==> config.mk <==
export PLATFORM = sky130hd
export DESIGN_NAME = sdram_req_arb
export DESIGN_NICKNAME = d
export VERILOG_FILES = /design/src/rtl/sdram_req_arb.sv
export SDC_FILE = /design/constraint.sdc
export NUM_CORES = 1
export LEC_CHECK = 0
export CORE_MARGIN = 8
export CORE_UTILIZATION = 30
export CTS_BUF_LIST = sky130_fd_sc_hd__clkbuf_16
export CTS_CLUSTER_DIAMETER = 200
export CTS_CLUSTER_SIZE = 14
export DETAILED_ROUTE_END_ITERATION = 7
export SLEW_MARGIN = 20
export SYNTH_ARGS = -nofsm -noshare
export SYNTH_HDL_FRONTEND = slang
export SYNTH_SLANG_ARGS = --single-unit
==> constraint.sdc <==
create_clock -name clk -period 1.6 [get_ports clk]
set_input_delay 0.24 -clock clk [delete_from_list [all_inputs] [get_ports clk]]
set_output_delay 0.24 -clock clk [all_outputs]
set_load 0.005 [all_outputs]
==> src/rtl/sdram_req_arb.sv <==
// Request arbiter in front of the SDRAM command engine: periodic auto-refresh plus
// alternating user write/read, one operation in flight at a time over valid/ready.
module sdram_req_arb #(
  parameter logic [15:0] REFRESH_PERIOD = 16'd780,
  parameter int unsigned ADDR_W         = 22
) (
  input  logic              clk,
  input  logic              rst,
  input  logic              init_done,
  input  logic              wr_req,
  input  logic [ADDR_W-1:0] wr_addr,
  output logic              wr_ack,
  input  logic              rd_req,
  input  logic [ADDR_W-1:0] rd_addr,
  output logic              rd_ack,
  output logic              op_valid,
  input  logic              op_ready,
  output logic [1:0]        op_code,
  output logic [1:0]        op_bank,
  output logic [11:0]       op_row,
  output logic [7:0]        op_col,
  input  logic              op_done,
  output logic              ref_missed
);

  localparam int unsigned COL_W  = 8;
  localparam int unsigned ROW_W  = 12;
  localparam int unsigned BANK_W = 2;
  localparam int unsigned CNT_W  = 16;

  localparam logic [1:0] OP_NOP = 2'd0;
  localparam logic [1:0] OP_REF = 2'd1;
  localparam logic [1:0] OP_WR  = 2'd2;
  localparam logic [1:0] OP_RD  = 2'd3;

  typedef enum logic [1:0] {WAIT_INIT, IDLE, ISSUE, BUSY} state_t;

  state_t             state, state_n;
  logic [CNT_W-1:0]   ref_cnt;
  logic               ref_pending;
  logic               last_wr, last_wr_n;
  logic               op_valid_n;
  logic [1:0]         op_code_n;
  logic [BANK_W-1:0]  op_bank_n;
  logic [ROW_W-1:0]   op_row_n;
  logic [COL_W-1:0]   op_col_n;

  logic               wrap_c;
  logic               xfer_c;
  logic               ref_xfer_c;

  assign wrap_c     = (state != WAIT_INIT) && (ref_cnt == REFRESH_PERIOD - 16'd1);
  assign xfer_c     = op_valid && op_ready;
  assign ref_xfer_c = xfer_c && (op_code == OP_REF);

  // Acks mark the handshake itself, so they share the transfer cycle.
  assign wr_ack = xfer_c && (op_code == OP_WR);
  assign rd_ack = xfer_c && (op_code == OP_RD);

  // Next state and next values of the operation registers
  always_comb begin
    state_n    = state;
    last_wr_n  = last_wr;
    op_valid_n = op_valid;
    op_code_n  = op_code;
    op_bank_n  = op_bank;
    op_row_n   = op_row;
    op_col_n   = op_col;
    case (state)
      WAIT_INIT: begin
        if (init_done) state_n = IDLE;
      end
      IDLE: begin
        if (ref_pending) begin
          state_n    = ISSUE;
          op_valid_n = 1'b1;
          op_code_n  = OP_REF;
          op_bank_n  = '0;
          op_row_n   = '0;
          op_col_n   = '0;
        end else if (wr_req && (!rd_req || !last_wr)) begin
          state_n    = ISSUE;
          op_valid_n = 1'b1;
          op_code_n  = OP_WR;
          op_bank_n  = wr_addr[COL_W+ROW_W+BANK_W-1:COL_W+ROW_W];
          op_row_n   = wr_addr[COL_W+ROW_W-1:COL_W];
          op_col_n   = wr_addr[COL_W-1:0];
        end else if (rd_req) begin
          state_n    = ISSUE;
          op_valid_n = 1'b1;
          op_code_n  = OP_RD;
          op_bank_n  = rd_addr[COL_W+ROW_W+BANK_W-1:COL_W+ROW_W];
          op_row_n   = rd_addr[COL_W+ROW_W-1:COL_W];
          op_col_n   = rd_addr[COL_W-1:0];
        end
      end
      ISSUE: begin
        if (xfer_c) begin
          state_n    = BUSY;
          op_valid_n = 1'b0;
          op_code_n  = OP_NOP;
          if (op_code == OP_WR)      last_wr_n = 1'b1;
          else if (op_code == OP_RD) last_wr_n = 1'b0;
        end
      end
      BUSY: begin
        if (op_done) state_n = IDLE;
      end
      default: state_n = WAIT_INIT;
    endcase
  end

  // State, refresh bookkeeping and registered outputs
  always_ff @(posedge clk) begin
    if (rst) begin
      state       <= WAIT_INIT;
      ref_cnt     <= '0;
      ref_pending <= 1'b0;
      ref_missed  <= 1'b0;
      last_wr     <= 1'b0;
      op_valid    <= 1'b0;
      op_code     <= OP_NOP;
      op_bank     <= '0;
      op_row      <= '0;
      op_col      <= '0;
    end else begin
      state    <= state_n;
      last_wr  <= last_wr_n;
      op_valid <= op_valid_n;
      op_code  <= op_code_n;
      op_bank  <= op_bank_n;
      op_row   <= op_row_n;
      op_col   <= op_col_n;
      if (state != WAIT_INIT) ref_cnt <= wrap_c ? '0 : ref_cnt + CNT_W'(1);
      // A wrap coinciding with the REF transfer re-arms the request rather than missing it
      if (wrap_c)          ref_pending <= 1'b1;
      else if (ref_xfer_c) ref_pending <= 1'b0;
      if (wrap_c && ref_pending && !ref_xfer_c) ref_missed <= 1'b1;
    end
  end

endmodule
==> reports/qor.yml <==
tightest_slew_ns: 0.338
endpoint_kind: "flop"
utilization: 0.500
port_buffers: 78
clkTransAtPathRegs_ns: 0.06
critPathMaxStageDelay_ns: 0.41
ant_nets: 0
dr.pass1.iters: 4
seqPwrFrac: 0.362
run_status: "finished clean"
cts_tree: "yes"
avgRoutedWirePerCell_um: 14.4
skew_ns: 0.00657
cp.depth: 6
drv_cap: 0
vias: 2090
grt_pass1_wl_mm: 10.4
crit_buf_inv: 1
yosys_most_used_dff: "dfxtp_1"
combPwrFrac: 0.380
min-delay-start: "op_ready"
cts_made_buffers: 5
antenna_found_initial: 0
detail_route.iter0.violations: 80
slowest_stage: "or4_1"
start_kind: "flop"
hold_end: "op_valid$_SDFFE_PP0P_"
reg2reg_slack_ns: 0.05
n_antenna_cell: 0
wirelength_mm: 6.32
p_sw_mw: 1.23
ff2ff_path_depth: 6
synth.distinct_cells: 44
final_cell_mix: "clkdlybuf4s50_1 (73), nor2_1 (42), dfxtp_1 (42)"
synthCells: 234
grt_max_degree: 23
synth_edf_count: 0
synth_nets: 291
drv_slew: 0
ys.warnings.count: 0
track_usage: 0.126
synth_seq_cells: 46
avgViaCountPerCell: 4.75
placementRows: 31
clockRootBuffer: "clkbuf_16"
pre_cts_slack_ns: -0.278
finalSetupViolCount: 0
avgSynthCellArea_um2: 9.50
max_freq_ghz: 0.646
gr-total-overflow: 0
clkPwrFrac: 0.258
fp.dieW_um: 102
syn_area_mm2: 0.00222
layout_setup_ws_ns: 0.0519
timing.rr.start: "state[0]$_SDFFE_PP0P_"
die_h_um: 102
hpwl_mm: 4.62
rsz0062_at_grt: "yes"
crit_type: "flop to flop"
cts_num_sinks: 46
grt_pass1_vias: 2245
crit_required_ns: 1.83
async_flop_share: 0
powerDensity_mw_per_mm2: 1120
whs_path_depth: 4
clk_path_buf_depth: 2
initial_core_util: 0.308
internal_power_mw: 2.82
static-leakage-power_nw: 1.40
hold_viol: 0
coreArea_mm2: 0.00721
hold_path.class: "input port to flop"
routabilityCongestion: 0.793
crit_family: "simple AND/OR/NAND/NOR gates"
r2r_end: "ref_cnt[15]$_SDFFE_PP0P_"
finalCriticalPeriod_ns: 1.55
layout_commonest_cell: "clkdlybuf4s50_1"
ctsHtreeMaxLevel: 2
ys_seq_area_frac: 0.414
arrival_ns: 1.78
period_share: 0.968
drc: 0
clk_latency_ns: 0.29
whs_ns: 0.424
critical_path.max_fanout: 5
nets: 397
path_cells: "inv_2 > ha_4 > and4b_1 > nand2_1 > or4_1 > a21oi_2"
area_growth_pct: 62.2
final_layout_size_suffix_gt1_frac: 0.235
p_sw_frac: 0.303
relSlewSlack: 0.771
num_io_pins: 79
ir_drop_v: 0.000512
die-area_mm2: 0.0104
==> how the worst max path moves through the flow <==
stage / start / endpoint / slack [ns]
after CTS: state[0]$_SDFFE_PP0P_ / ref_cnt[15]$_SDFFE_PP0P_ / 0.01
after floorplan: state[1]$_SDFFE_PP0P_ / ref_cnt[15]$_SDFFE_PP0P_ / -0.03
after detailed placement: rd_req / op_col[6]$_SDFFE_PP0P_ / -0.28
after global routing: state[1]$_SDFFE_PP0P_ / state[0]$_SDFFE_PP0P_ / -0.03
after global placement: rd_req / op_row[8]$_SDFFE_PP0P_ / -0.23
final: state[0]$_SDFFE_PP0P_ / ref_cnt[15]$_SDFFE_PP0P_ / 0.05
==> Yosys cell counts (all sizes together) (4+ instances only) <==
master,instances,area share
a21oi,6,0.014
a22oi,23,0.078
buf,5,0.015
clkbuf,9,0.020
dfxtp,46,0.41
ha,6,0.034
mux2,23,0.12
nand2,7,0.015
nand2b,4,0.011
nand4,7,0.020
nor2,42,0.071
nor2b,4,0.011
xor2,10,0.039
==> kinds of logic (layout without fill, tap and decap cells) <==
kind of cell	Yosys count	after routing	synth area share
buffers and inverters	17	124	0.0400
adders and majority gates	6	6	0.0338
xor gates and xnor gates	12	12	0.0473
and+or+nand+nor	86	86	0.199
muxes	24	24	0.121
DFF	46	46	0.414
AOI/OAI and AO/OA	43	43	0.145
==> power groups by stage <==
stage	combinational [mW]	sequential, mW	clock, mW
2_1_floorplan	0.653	1.47	0
3_3_place_gp	1.41	1.47	0
3_5_place_dp	1.44	1.47	0
4_1_cts	1.50	1.45	1.08
5_1_grt	1.71	1.48	1.12
6_report	1.54	1.46	1.04
==> worst reg2reg max path, stage by stage (launching register included) <==
cell and delay, ns:
dfxtp_4 0.37, inv_2 0.06, ha_4 0.17, and4b_1 0.29, nand2_1 0.08, or4_1 0.41
a21oi_2 0.12
==> sequential cells by signal (all words and copies together), names as in the netlist <==
register / count
ref_cnt: 16
op_row: 12
op_col: 8
op_bank: 2
op_code: 2
state: 2
last_wr: 1
op_valid: 1
ref_missed: 1
ref_pending: 1
==> repair_timing <==
| action | in CTS | in global routing |
|---|---|---|
| setup buffers | 2 | 2 |
| gates resized for setup | 7 | 16 |
| hold buffers | 0 | 0 |
| gates cloned | 0 | 2 |
| pin swaps | 0 | 5 |
| setup endpoints to repair | 4 | 33 |
==> area by class of cell <==
cell class / instances / area (um2)
fillers: 689 / 3610
clock buffers: 5 / 125
clock inverters: 3 / 25.0
repair buffers: 113 / 1110
well taps: 99 / 124
multi-input cells: 171 / 1280
inverters: 3 / 11.3
flip-flops and latches: 46 / 928
==> per-stage QoR <==
step                      total power, mW  TNS, ns  instances  cell area (um2)
after floorplan                      2.13  -0.0318        234             2230
after global placement               2.88    -5.66        426             3310
after detailed placement             2.91    -6.60        426             3310
after CTS                            4.03        0        436             3490
after global routing                 4.31  -0.0519        440             3610
final                                4.04        0        440             3610
==> per-layer routing <==
metal | part of all wire | GRT usage | vias to the layer above
met5 | 0 | 0 | -
met2 | 0.44 | 0.194 | 63
met1 | 0.45 | 0.148 | 971
li1 | - | - | 1050
met4 | 0.0087 | 0.0361 | 0
met3 | 0.093 | 0.0654 | 6
Note: power is estimated with default switching activity, not from simulation.
